<file path="src/rtl/count_seq_ctrl_pkg.sv">
// Shared types and constants for the count-sequence run controller.
package count_seq_pkg;

    localparam int DIV_W_DEFAULT = 16;
    localparam int LAP_W_DEFAULT = 8;

    // Generator code that marks the end of one loop of the sequence.
    localparam logic [3:0] LAP_CODE       = 4'd1;
    // Highest code the 7-state generator can legally produce.
    localparam logic [3:0] MAX_LEGAL_CODE = 4'd6;

    typedef enum logic [2:0] {
        ST_IDLE  = 3'd0,
        ST_CLEAR = 3'd1,
        ST_RUN   = 3'd2,
        ST_PAUSE = 3'd3,
        ST_DONE  = 3'd4
    } state_e;

    // True for any generator code outside the legal 0..6 range.
    function automatic logic code_illegal(input logic [3:0] code);
        return (code > MAX_LEGAL_CODE);
    endfunction

endpackage

</file>
<file path="src/rtl/count_seq_ctrl_tick_div.sv">
// Prescaler for the run rate: counts 0..P with P = max(div,1) and flags
// the terminal count. Held at zero whenever clr_i is asserted.
module tick_div #(
    parameter int DIV_W = 16
) (
    input  logic             clk_i,
    input  logic             rst_i,
    input  logic             clr_i,
    input  logic             en_i,
    input  logic [DIV_W-1:0] div_i,
    output logic             tick_o
);

    localparam logic [DIV_W-1:0] ONE_C = {{(DIV_W-1){1'b0}}, 1'b1};

    logic [DIV_W-1:0] cnt_q;
    logic [DIV_W-1:0] cnt_d;
    logic [DIV_W-1:0] period_s;

    // A divisor of 0 behaves like 1 so the period never drops below 2.
    assign period_s = (div_i == {DIV_W{1'b0}}) ? ONE_C : div_i;

    // '>=' also catches a count left above a freshly lowered divisor.
    assign tick_o = en_i && (cnt_q >= period_s);

    // Next count: zero on clear, wrap at the terminal count, else increment.
    always_comb begin
        cnt_d = cnt_q;
        if (clr_i) begin
            cnt_d = {DIV_W{1'b0}};
        end else if (en_i) begin
            if (cnt_q >= period_s) begin
                cnt_d = {DIV_W{1'b0}};
            end else begin
                cnt_d = cnt_q + ONE_C;
            end
        end else begin
            cnt_d = cnt_q;
        end
    end

    // Count register with synchronous reset.
    always_ff @(posedge clk_i) begin
        if (rst_i) begin
            cnt_q <= {DIV_W{1'b0}};
        end else begin
            cnt_q <= cnt_d;
        end
    end

endmodule

</file>
<file path="src/rtl/count_seq_ctrl.sv">
// Run controller for the 7-state count-sequence generator: turns
// start/stop/step pulses into a registered advance strobe, clears the
// generator at the start of each run, counts laps and flags bad codes.
module count_seq_ctrl
    import count_seq_pkg::*;
#(
    parameter int DIV_W = DIV_W_DEFAULT,
    parameter int LAP_W = LAP_W_DEFAULT
) (
    input  logic             clk,
    input  logic             rst,
    input  logic             start,
    input  logic             stop,
    input  logic             step,
    input  logic             mode,
    input  logic [LAP_W-1:0] lap_limit,
    input  logic [DIV_W-1:0] div,
    input  logic [3:0]       cq_in,
    output logic             gen_en,
    output logic             gen_clr,
    output logic             busy,
    output logic             done,
    output logic [LAP_W-1:0] lap_cnt,
    output logic             err
);

    localparam logic [LAP_W-1:0] LAP_ONE_C = {{(LAP_W-1){1'b0}}, 1'b1};

    state_e           state_q;
    state_e           state_d;
    logic             gen_en_q;
    logic             gen_en_d;
    logic             gen_clr_q;
    logic             gen_clr_d;
    logic             chk_q;
    logic             err_q;
    logic             err_d;
    logic [LAP_W-1:0] lap_q;
    logic [LAP_W-1:0] lap_d;

    logic             run_s;
    logic             tick_s;
    logic             step_ok_s;
    logic             lap_hit_s;
    logic             bad_code_s;
    logic             limit_hit_s;
    logic [LAP_W-1:0] lap_inc_s;

    assign run_s = (state_q == ST_RUN);

    // The prescaler only runs in RUN; any other state leaves it at zero,
    // which covers both CLEAR and the PAUSE -> RUN resume.
    tick_div #(
        .DIV_W (DIV_W)
    ) u_tick_div (
        .clk_i  (clk),
        .rst_i  (rst),
        .clr_i  (!run_s),
        .en_i   (run_s),
        .div_i  (div),
        .tick_o (tick_s)
    );

    // A step only counts when neither start nor stop accompanies it.
    assign step_ok_s = step && !start && !stop;

    // Check of the code produced by the previous advance.
    assign lap_hit_s   = chk_q && (cq_in == LAP_CODE);
    assign bad_code_s  = chk_q && code_illegal(cq_in);
    assign lap_inc_s   = (lap_q == {LAP_W{1'b1}}) ? lap_q : (lap_q + LAP_ONE_C);
    assign limit_hit_s = lap_hit_s && mode && (lap_limit != {LAP_W{1'b0}})
                         && (lap_inc_s == lap_limit);

    // FSM next state and advance strobe request.
    always_comb begin
        state_d  = state_q;
        gen_en_d = 1'b0;
        case (state_q)
            ST_IDLE: begin
                if (start && !stop) begin
                    state_d = ST_CLEAR;
                end else begin
                    state_d = ST_IDLE;
                end
                gen_en_d = step_ok_s;
            end
            ST_CLEAR: begin
                state_d = ST_RUN;
            end
            ST_RUN: begin
                if (limit_hit_s) begin
                    state_d = ST_DONE;
                end else if (stop) begin
                    state_d = ST_PAUSE;
                end else begin
                    state_d = ST_RUN;
                end
                // No advance while the previous one is still unchecked, and
                // none once the run is ending.
                gen_en_d = tick_s && !gen_en_q && !limit_hit_s && !stop;
            end
            ST_PAUSE: begin
                if (stop) begin
                    state_d = ST_IDLE;
                end else if (start) begin
                    state_d = ST_RUN;
                end else begin
                    state_d = ST_PAUSE;
                end
                gen_en_d = step_ok_s;
            end
            ST_DONE: begin
                if (stop) begin
                    state_d = ST_IDLE;
                end else if (start) begin
                    state_d = ST_CLEAR;
                end else begin
                    state_d = ST_DONE;
                end
            end
            default: begin
                state_d  = ST_IDLE;
                gen_en_d = 1'b0;
            end
        endcase
    end

    // Lap counter and sticky error flag; a new run from IDLE wipes both,
    // while CLEAR only wipes the lap count.
    always_comb begin
        lap_d = lap_hit_s ? lap_inc_s : lap_q;
        err_d = err_q || bad_code_s;
        if ((state_q == ST_IDLE) && start && !stop) begin
            lap_d = {LAP_W{1'b0}};
            err_d = 1'b0;
        end else if (state_q == ST_CLEAR) begin
            lap_d = {LAP_W{1'b0}};
        end else begin
            lap_d = lap_d;
        end
    end

    assign gen_clr_d = (state_d == ST_CLEAR);

    // State and output registers with synchronous reset.
    always_ff @(posedge clk) begin
        if (rst) begin
            state_q   <= ST_IDLE;
            gen_en_q  <= 1'b0;
            gen_clr_q <= 1'b0;
            chk_q     <= 1'b0;
            lap_q     <= {LAP_W{1'b0}};
            err_q     <= 1'b0;
        end else begin
            state_q   <= state_d;
            gen_en_q  <= gen_en_d;
            gen_clr_q <= gen_clr_d;
            chk_q     <= gen_en_q;
            lap_q     <= lap_d;
            err_q     <= err_d;
        end
    end

    assign gen_en  = gen_en_q;
    assign gen_clr = gen_clr_q;
    assign busy    = (state_q == ST_CLEAR) || (state_q == ST_RUN);
    assign done    = (state_q == ST_DONE);
    assign lap_cnt = lap_q;
    assign err     = err_q;

endmodule

</file>
<file path="config.mk">
export PLATFORM = sky130hd
export DESIGN_NAME = count_seq_ctrl
export DESIGN_NICKNAME = d
export VERILOG_FILES = /design/src/rtl/count_seq_ctrl_pkg.sv /design/src/rtl/count_seq_ctrl_tick_div.sv /design/src/rtl/count_seq_ctrl.sv
export SDC_FILE = /design/constraint.sdc
export NUM_CORES = 1
export LEC_CHECK = 0
export BUFFER_PORTS_ARGS = -buffer_cell sky130_fd_sc_hd__buf_4
export CAP_MARGIN = 10
export CORE_MARGIN = 8
export CORE_UTILIZATION = 44
export DETAILED_ROUTE_END_ITERATION = 6
export MAX_ROUTING_LAYER = met4
export PLACE_DENSITY = 0.69
export SYNTH_ARGS = -nofsm -noshare
export SYNTH_HDL_FRONTEND = slang
export SYNTH_SLANG_ARGS = --single-unit
export TNS_END_PERCENT = 30
</file>
<file path="constraint.sdc">
create_clock -name clk -period 2 [get_ports clk]
set_input_delay 0.1 -clock clk [delete_from_list [all_inputs] [get_ports clk]]
set_output_delay 0.1 -clock clk [all_outputs]
set_load 0.01 [all_outputs]
</file>
# Yosys cells after proc, flatten, opt, wreduce, memory -nomap -nowiden
# Index checks and enable logic that the tools add are counted.
# W data, S select, Z words.
# word_totals
ff_bits,31
input_bits,34
output_inout_bits,13
# op_classes
n_addsub,2
order_cmp,2
eq_ne,8
muxes,11
n_bitwise,1
n_reduce_logical,27
# op_table
op,n
$add A16 B1 Y16 const B,1
$ge A16 B16 Y1,1
$logic_not A16 Y1,1
$mux W16,1
$pmux W3 S5,1
$logic_and A1 B1 Y1,14
$mux W3,3
$add A8 B1 Y8 const B,1
$eq A8 B8 Y1,1
$eq A8 B8 Y1 const B,1
$mux W8,1
$reduce_bool A8 Y1,1
$eq A3 B1 Y1 const B,2
$eq A3 B2 Y1 const B,2
$reduce_or A3 Y1,2
$eq A4 B1 Y1 const B,1
$gt A4 B3 Y1 const B,1
$logic_not A1 Y1,4
$reduce_or A2 Y1,2
$eq A3 B3 Y1 const B,1
$logic_not A3 Y1,1
$mux W1,3
$logic_or A1 B1 Y1,2
$mux W2,1
other kinds (2),2

# Logic depth before layout (Yosys ltp)
# Gate-level depths: netlist (run 1).
# depth
depth_word,9
depth_mapped,11

# Cells and area by module
# A second synthesis (run 1) with hierarchy kept.
# unflattened
cells_unflattened,294
hier_area_um2,2397.3
# by_module_without_submodules
mod,instances,cells_each,area_each_um2
tick_div,1,145,1236.2
count_seq_ctrl,1,149,1161.1

# Worst setup path after synthesis (run 1)
# No wires, ideal clock.
# synth_path
kind,flip-flop to flip-flop
from,"register lap_q[0], in the netlist lap_cnt[0]"
to,register state_q[2]
setup_time_ps,69
arrival_ps,2192
required_time_ps,1931
slack_ps,-261
stages_incl_launch_ff,9
cell_sequence,dfxtp_1 > ha_1 > clkbuf_1 > nand2_1 > o21ai_0 > nand2_1 > a221o_1 > or4_1 > o21ai_1
# synth_via
elab_chain_len,6
word_cells_on_any_way,7
cone_classes,1 x add/sub; 2 x eq/ne; 3 x mux; 1 x reduce/logical
# synth_rtl
element,line,text
from (decl),count_seq_ctrl.sv:38,logic [LAP_W-1:0] lap_q;
from (signal assigned),count_seq_ctrl.sv:152,lap_q <= {LAP_W{1'b0}};
from (signal assigned),count_seq_ctrl.sv:159,lap_q <= lap_d;
$add A8 B1 Y8 or $eq A8 B8 Y1 (tied branches),count_seq_ctrl.sv:70,assign lap_inc_s = (lap_q == {LAP_W{1'b1}}) ? lap_q : (lap_q + LAP_ONE_C);
$mux W8 (*),count_seq_ctrl.sv:70,
$eq A8 B8 Y1 (*),count_seq_ctrl.sv:72,&& (lap_inc_s == lap_limit);
$logic_and A1 B1 Y1 (*),count_seq_ctrl.sv:72,
$mux W3 (*),count_seq_ctrl.sv:91,if (limit_hit_s) begin
$pmux W3 S5 (*),count_seq_ctrl.sv:78,case (state_q)
to (signal assigned),count_seq_ctrl.sv:155,state_q <= state_d;
to (decl),count_seq_ctrl.sv:29,state_e state_q;
# Mark *: on every way between the ends. The rest lies on a longest branch, timed or not.
# A chain may end at the register's enable or synchronous reset.

# Worst setup path after layout (run 1)
# layout_path
from,"register lap_q[5], in the netlist lap_cnt[5]"
to,register state_q[2]
# Same word-level chain as after synthesis.

==> results of run 1 <==
-- per-stage QoR --
step                hold slack, ps  worst slack [ps]  TNS, ps
finish                        33.1              64.4        0
global route                  35.8             -24.1    -24.1
CTS                           21.2             -23.3    -35.8
detailed placement             302              -108    -1560
global placement               301             -56.6     -858
floorplan                      172             -3.40    -32.5
-- what timing repair did --
| action | in CTS | in global routing |
|---|---|---|
| gates cloned | 0 | 1 |
| gates resized for setup | 5 | 11 |
| hold buffers | 1 | 0 |
| buffers inserted | 0 | 3 |
| pin swaps | 5 | 14 |
| endpoints found under the hold margin | 1 | 0 |
| endpoints found under the setup margin | 10 | 20 |
-- power by group through the flow --
stage | sequential [mW] | combinational, mW | clock (mW)
2_1_floorplan | 0.641 | 0.0764 | 0
3_3_place_gp | 0.640 | 0.171 | 0
3_5_place_dp | 0.640 | 0.173 | 0
4_1_cts | 0.622 | 0.175 | 0.604
5_1_grt | 0.623 | 0.196 | 0.631
6_report | 0.622 | 0.177 | 0.582
-- layer usage --
| metal | part of all wire (%) | routed length [um] |
|---|---|---|
| met1 | 45 | 2640 |
| met2 | 48 | 2790 |
| met3 | 5.0 | 293 |
| met4 | 1.6 | 92 |
| met5 | 0 | 0 |
-- cell families (layout without fill, tap and decap cells) --
| family | Yosys count | count (layout) | synth area share, % |
|---|---|---|---|
| buf+inv | 37 | 113 | 6.56 |
| mux | 2 | 2 | 0.921 |
| flops | 31 | 31 | 28.6 |
| simple gates | 129 | 130 | 30.2 |
| xor+xnor | 19 | 19 | 7.66 |
| fa+ha+maj | 18 | 18 | 10.4 |
| compound gates | 51 | 51 | 15.8 |
-- registers in the layout, summed over array words and instances (netlist names) --
name / cells
gen_en: 1
gen_clr: 1
err: 1
state_q: 3
chk_q: 1
u_tick_div.cnt_q: 16
lap_cnt: 8
-- final cells by class --
cell class | count | area [um^2]
fillers | 440 | 1690
multi-input cells | 220 | 1520
flip-flops and latches | 31 | 644
repair buffers | 80 | 603
clock buffers | 7 | 108
inverters | 25 | 93.8
well taps | 67 | 83.8
clock inverters | 1 | 5.00
-- cell usage in the layout, fill, tap and decap left out, drive strengths merged, types with 2 or more instances in the layout --
master  count
nand3      16
or2         3
clkbuf      7
o21ai      11
nor4        7
nand4       8
a21o        2
a21oi      10
nand2      30
dfxtp      31
inv        25
and4        2
a211oi      4
xnor2       6
nor3       11
o31ai       3
xor2       13
and3        8
nor2b       3
nand2b      2
mux2i       2
ha         18
a31oi       5
nor2       31
nand3b      3
buf        79
-- path summary, 6_finish.rpt --
check,end,cells past startpoint
setup reg to reg,state_q[2],6
hold reg to reg,chk_q,1
setup / recovery,state_q[2],6
hold / removal,gen_clr,2
==> metrics.cfg, run 1 <==
[run_status]
outcome=finished clean

[pwr]
leakagePower_nw=1.33
switching_share_pct=23.3
p_sw_mw=0.322
p_int_mw=1.06
clkPwrFrac_pct=42.1
cellPowerDensity_nw_per_um2=451
comb_power_share_pct=12.8
total_power_mw=1.38
ir_drop_uv=355
power_frac_seq_pct=45.0

[worst_setup_path]
crit_required_ps=2210
rrSetupSlack_ps=60
crit_path_end_kind=register
r2r-start=lap_cnt[5]
path_cells=nand4_4 > o21ai_1 > or3b_1 > a221o_1 > or4_1 > o21ai_1
cp_slowest_cell=or4_1
crit_buf_inv=0
slowest_delay_ps=400
critPathArrivalTime_ps=2150
start_kind=register
path_delay_family=simple AND/OR/NAND/NOR gates
critPathMaxFanout=6
worst-setup-path-type=reg -> reg
startpoint=lap_cnt[5]
crit_top_cell=o21ai_1

[placement]
dp_cells=418
place_area_um2=2860
gp_congestion=0.928
numPortBuffers=46
hpwl_um=4700

[detailed_routing]
first_pass_iters=4
routedWlPerCell_um=13.5
ant_nets=0
vias=2289
via_per_inst=5.31
drc=0
routed_wl_um=5820
drt_iter0_markers=62

[synthesis]
syn_area_per_cell_um2=7.57
synth_top_area_share_pct=28.6
synthTopCellsByArea=dfxtp_1, ha_1, nor2_1
synth_area_um2=2170
synth_cell_types=50
synth-edff-count=0
yosys-top-cells-count=dfxtp_1, nor2_1, nand2_1
ys.flop_type=dfxtp_1
synth_nets=339
synth_largest_area_cell=dfxtp_1
synth_async_sr_flop_share_pct=0
synth-seq-cells=31
netlist_instances=287
ys_seq_area_share_pct=28.6
ys_warn_count=0

[clocking]
clkLatencyLatePin_ps=280
cts_buffers=5
cts_buffer_depth=2
h-tree-depth=2
cts.reportedPaths.clkPinSlew_ps=70
cts_tree=yes
clkSinkCount=31
cts_root_buf=clkbuf_8

[die]
core-area_um2=4750
initial_utilization_pct=45.7
rows=25
dieArea_um2=7440
die_x_um=86.3
io_pins=47
fp.dieH_um=86.3

[timing]
finalClockSkew_ps=6.31
setup_viol=0
finalHoldViolations=0
rsz0062_at_grt=true
fin_crit_ps=1940
max_freq_mhz=517
slew_headroom_pct=80.2
post-route-period-util_pct=96.8
drv_slew=0
tightest_slew_ps=294

[flow_run]
maxCapViolCount=0

[finish]
drive_gt1_share_pct=31.0
final_util_pct=64.4
final_nets=415
antennaDiodeCount=0
instances_no_fill=431
syn2layout_area_growth_pct=40.8
design_area_um2=3060

[hold_path]
hold_start=stop
hp-class=in -> reg

[global_routing]
grt_busiest_layer=met2
use_met2_pct=26.9
grt_antenna_before_repair=0
use_met3_pct=3.40
grt_pass1_vias=2309
grt_pass1_wl_um=9650
grt_max_degree=17
grtUsageMet1_pct=18.3
overflow=0
track_usage_pct=16.1

Note: power is estimated with default switching activity, not from simulation.
==> inputs of run 2 (changes only) <==
- PLACE_DENSITY: 0.69 -> 0.67
- clock period: 2 -> 1.8 ns (I/O delays scaled with it)
==> metrics.cfg, run 2 (synthesis gave the netlist of run 1 again) <==
[detailed_routing]
routed-wl-met3_um=329  ; +12%
via_per_inst=5.25  ; -1.1%
ant_nets=0  ; unchanged
drt_iter0_markers=105  ; +69%
first_pass_iters=4  ; unchanged
drt-met1-wl_um=2620  ; -0.87%
routedWlPerCell_um=13.4  ; -0.42%
routed_wl_um=5930  ; +1.9%
topRoutingLayerUsed=met4
dr_wl_met2_um=2850  ; +2.0%
drc=0  ; unchanged
vias=2316  ; +1.2%

[run_status]
outcome=complete, but fails checks
violations=negative setup slack

[die]
fp.dieH_um=86.3  ; unchanged
die_x_um=86.3  ; unchanged
dieArea_um2=7440  ; unchanged
io_pins=47  ; unchanged
core-area_um2=4750  ; unchanged
rows=25  ; unchanged
initial_utilization_pct=45.7  ; unchanged

[global_routing]
track_usage_pct=17.1  ; +1.0 points
grt_antenna_before_repair=0  ; unchanged
grt_max_degree=17  ; unchanged
grt_pass1_vias=2335  ; +1.1%
overflow=0  ; unchanged
grt_pass1_wl_um=10300  ; +6.8%

[flow_run]
maxCapViolCount=0  ; unchanged

[finish]
n_fill_cell=437  ; -0.68%
instances_no_fill=441  ; +2.3%
regMostFlops=u_tick_div.cnt_q
syn2layout_area_growth_pct=44.4
largest_reg_flops=16  ; unchanged
final_cell_mix=buf_4, nor2_1, nand2_1, inv_1, dfxtp_1
final_common_cell=buf_4
final_nets=425  ; +2.4%
final_util_pct=66.0  ; +1.6 points
drive_gt1_share_pct=32.9  ; +1.8 points
antennaDiodeCount=0  ; unchanged

[clocking]
clkSinkCount=31  ; unchanged
cts_buffer_depth=2  ; unchanged
cts.reportedPaths.clkPinSlew_ps=60  ; about the same
cts_buffers=5  ; unchanged
cts_root_buf=clkbuf_8
clkLatencyLatePin_ps=280  ; about the same
h-tree-depth=2  ; unchanged
cts_tree=yes

[worst_setup_path]
slowest_delay_ps=420  ; +20 ps
crit_required_ps=2010  ; -200 ps
cp_slowest_cell=or4_1
critPathMaxFanout=6  ; unchanged
path_delay_family=simple AND/OR/NAND/NOR gates
crit_path_end_kind=register
start_kind=register
path_cells=ha_4 > nor2b_2 > or3b_1 > a221o_1 > or4_1 > o21ai_1
worst-setup-path-type=reg -> reg
critPathArrivalTime_ps=2210  ; +60 ps
rrSetupSlack_ps=-200  ; -260 ps
crit_buf_inv=0  ; unchanged

[timing]
slew_headroom_pct=75.9  ; -4.2 points
hold_ws_ps=24.0  ; -9.16 ps
max_freq_mhz=500  ; -3.2%
fin_crit_ps=2000  ; +64.5 ps
finalHoldViolations=0  ; unchanged
finalClockSkew_ps=1.80  ; -4.50 ps
fin_tns_setup_ps=-1500  ; -1500 ps
worst_slack_ps=-200  ; -264 ps
tightest_slew_ps=358  ; +64.3 ps
setup_viol=20  ; +20
drv_slew=0  ; unchanged
rsz0062_at_grt=true
post-route-period-util_pct=111  ; +14 points

[pwr]
cellPowerDensity_nw_per_um2=475  ; +5.3%
ir_drop_uv=373  ; +5.1%
leakagePower_nw=1.38  ; +3.3%

[placement]
dp_cells=430  ; +2.9%
hpwl_um=4810  ; +2.3%
gp_congestion=0.940  ; +1.3%
numPortBuffers=46  ; unchanged

[hold_path]
hp-class=in -> reg

==> run 2: worst paths after layout <==
check,cells past startpoint,end,startpoint
worst max register to register,6,state_q[2],lap_cnt[0]
worst min register to register,1,chk_q,gen_en
worst max-delay path,6,state_q[2],lap_cnt[0]
worst min-delay path,2,gen_clr,stop
==> run 2: timing repair <==
item / in CTS / in global routing
setup endpoints to repair: 20 / 20
hold buffers: 1 / 0
gates resized for setup: 7 / 5
hold endpoints to repair: 2 / 0
pin swaps: 4 / 3
buffers inserted: 0 / 2
==> run 2: metrics by stage <==
stage	worst slack [ps]	power, mW	area, um^2
floorplan	-199	0.797	2290
global placement	-259	0.908	2960
detailed placement	-319	0.911	2960
CTS	-208	1.52	3100
global route	-300	1.56	3140
finish	-200	1.49	3140
==> run 2: metal layers <==
| metal | up-vias | GRT usage [%] |
|---|---|---|
| li1 | 1195 | - |
| met1 | 1038 | 19.4 |
| met2 | 67 | 28.8 |
| met3 | 16 | 3.97 |
| met4 | 0 | 6.57 |
| met5 | - | - |
==> run 2: area by class of cell <==
type / instances / area (um^2) / area share (%)
clock buffer: 8 / 100 / 3.19
inverter: 25 / 93.8 / 2.99
multi-input combinational: 219 / 1530 / 48.8
sequential: 31 / 642 / 20.5
tap: 67 / 83.8 / 2.67
timing repair buffer: 91 / 686 / 21.9
==> run 2: where the power goes <==
group	leakage [nW]	internal [mW]	switching, mW	total (mW)
logic	1.07	0.108	0.0968	0.205
registers	0.256	0.687	0.00640	0.693
clock network	0.0515	0.348	0.245	0.594
total	1.38	1.14	0.348	1.49
==> inputs of run 3 (changes only) <==
- BUFFER_PORTS_ARGS: -buffer_cell sky130_fd_sc_hd__buf_4 -> default
- DONT_BUFFER_PORTS: default -> 1
- PLACE_DENSITY: 0.67 -> default
- RECOVER_POWER: default -> 25
==> metrics.cfg, run 3 (synthesis gave the netlist of run 1 again) <==
[timing]
worst_slack_ps=-217  ; -16.8 ps
tightest_slew_ps=384  ; +25.7 ps
drv_slew=0  ; unchanged
max_freq_mhz=496  ; -0.83%
slew_headroom_pct=74.1  ; -1.8 points
fin_tns_setup_ps=-992  ; +510 ps
finalClockSkew_ps=3.77  ; +1.96 ps
fin_crit_ps=2020  ; +16.8 ps
setup_viol=20  ; unchanged
rsz0062_at_grt=true
post-route-period-util_pct=112  ; +0.93 points
finalHoldViolations=0  ; unchanged

[pwr]
p_int_mw=1.04  ; -8.7%
p_sw_mw=0.323  ; -7.2%
switching_share_pct=23.7  ; +0.29 points
ir_drop_uv=272  ; -27%
cellPowerDensity_nw_per_um2=471  ; -0.82%
leakagePower_nw=1.21  ; -12%
comb_power_share_pct=8.6  ; -5.1 points
clkPwrFrac_pct=40.4  ; +0.6 points
power_frac_seq_pct=51.0  ; +4.5 points

[detailed_routing]
routed_wl_um=5920  ; -0.22%
drc=0  ; unchanged
ant_nets=0  ; unchanged
drt_iter0_markers=91  ; -13%
routedWlPerCell_um=14.6  ; +8.4%
via_per_inst=5.47  ; +4.2%
vias=2222  ; -4.1%
first_pass_iters=4  ; unchanged

[worst_setup_path]
slowest_delay_ps=430  ; about the same
rrSetupSlack_ps=-220  ; -20 ps
crit_path_end_kind=register
worst-setup-path-type=reg -> reg
critPathMaxFanout=4  ; -2
r2r-start=lap_cnt[1]
reg2reg_to=state_q[2]
start_kind=register
crit_required_ps=2010  ; about the same
cp_slowest_cell=or4_4
path_cells=ha_4 > nor2b_2 > or3b_1 > a221o_1 > or4_4 > o21ai_2
reg2reg_depth=6  ; unchanged
critPathArrivalTime_ps=2230  ; +20 ps

[placement]
numPortBuffers=0  ; -100%
gp_congestion=0.856  ; -8.9%
pre_cts_ws_ps=-346  ; -26.3 ps
hpwl_um=4730  ; -1.7%

[die]
fp.dieH_um=86.3  ; unchanged
die_x_um=86.3  ; unchanged
io_pins=47  ; unchanged
core-area_um2=4750  ; unchanged
dieArea_um2=7440  ; unchanged
rows=25  ; unchanged
initial_utilization_pct=45.7  ; unchanged

[run_status]
violations=negative setup slack
outcome=complete, but fails checks

[flow_run]
maxCapViolCount=0  ; unchanged

[clocking]
h-tree-depth=2  ; unchanged
clkSinkCount=31  ; unchanged
cts_buffer_depth=2  ; unchanged
cts_tree=yes
clkLatencyLatePin_ps=280  ; about the same
cts_buffers=5  ; unchanged
cts_root_buf=clkbuf_8
cts.reportedPaths.clkPinSlew_ps=70  ; about the same

[finish]
largest_reg_flops=16  ; unchanged
n_fill_cell=464  ; +6.2%
final_util_pct=61.0  ; -5.0 points
multi_input_area_um2=1540  ; +0.73%
final_common_cell=buf_4
final_cell_mix=buf_4, nor2_1, nand2_1, inv_1, dfxtp_1
syn2layout_area_growth_pct=33.4
regMostFlops=u_tick_div.cnt_q
drive_gt1_share_pct=26.3  ; -6.6 points
final_nets=391  ; -8.0%
antennaDiodeCount=0  ; unchanged
seqCellArea_um2=639  ; -0.39%

[global_routing]
overflow=0  ; unchanged
track_usage_pct=17.0  ; -0.098 points
grt_pass1_wl_um=9980  ; -3.2%
grt_antenna_before_repair=0  ; unchanged
grt_max_degree=17  ; unchanged
grt_pass1_vias=2190  ; -6.2%

[hold_path]
hold_end=err
min_path_cells=2  ; unchanged
hold_start=stop
hp-class=in -> reg

==> run 3: changes by cell type in the layout (fill, tap and decap cells not counted), sizes merged <==
cell / change
clkinv: +1
clkbuf: -2
buf: -37
dlygate4sd3: +3
==> run 3: layer usage <==
metal	share of wire, %	track usage, %	up-vias
met5	0	-	-
met4	2.0	6.42	0
met3	8.4	5.01	13
met2	48	28.9	87
met1	42	18.4	994
li1	-	-	1128
==> run 3: worst max-delay path, delay by kind of cell, from the launching register on <==
| family | cells | cell delay [ps] |
|---|---|---|
| DFF | 1 | 370 |
| and+or+nand+nor | 3 | 830 |
| adders and majority gates | 1 | 270 |
| AOI/OAI and AO/OA | 2 | 480 |
==> run 3: worst max-delay path by stage <==
| stage | slack, ps | cells past startpoint | endpoint | from |
|---|---|---|---|---|
| 3_5_place_dp | -350 | 7 | u_tick_div.cnt_q[3] | u_tick_div.cnt_q[3] |
| 2_1_floorplan | -200 | 11 | u_tick_div.cnt_q[0] | div[1] |
| 5_1_grt | -270 | 6 | state_q[2] | lap_cnt[1] |
| 3_3_place_gp | -350 | 7 | u_tick_div.cnt_q[3] | u_tick_div.cnt_q[3] |
| 4_1_cts | -210 | 6 | state_q[2] | lap_cnt[1] |
| 6_report | -220 | 6 | state_q[2] | lap_cnt[1] |
==> run 3: through the flow <==
step / hold WS (ps) / power, mW / instance area, um^2 / std cells
final: 9.84 / 1.37 / 2900 / 406
after global routing: 13.2 / 1.44 / 2900 / 406
after floorplan: 162 / 0.797 / 2290 / 287
after detailed placement: 167 / 0.819 / 2710 / 395
after global placement: 168 / 0.818 / 2710 / 395
after CTS: 1.15 / 1.39 / 2870 / 406
==> run 3: power by group through the flow <==
stage	logic, mW	registers, mW	clock network (mW)
floorplan	0.0852	0.712	0
global placement	0.104	0.714	0
global route	0.134	0.698	0.611
CTS	0.117	0.698	0.579
finish	0.117	0.697	0.553
detailed placement	0.106	0.714	0
==> run 3: timing repair <==
action	4_1_cts	5_1_grt
setup buffers	0	0
hold buffers	4	0
endpoints found under the setup margin	20	20
gates resized for setup	7	9
hold endpoints to repair	5	0
pin swaps	2	3
==> run 3: layout make-up <==
cell class                 count  share of cell area, %
multi-input combinational    219                   53.3
tap                           67                   2.89
sequential                    31                   22.1
clock buffer                   6                   2.85
clock inverter                 1                  0.173
inverter                      25                   3.24
timing repair buffer          57                   15.5
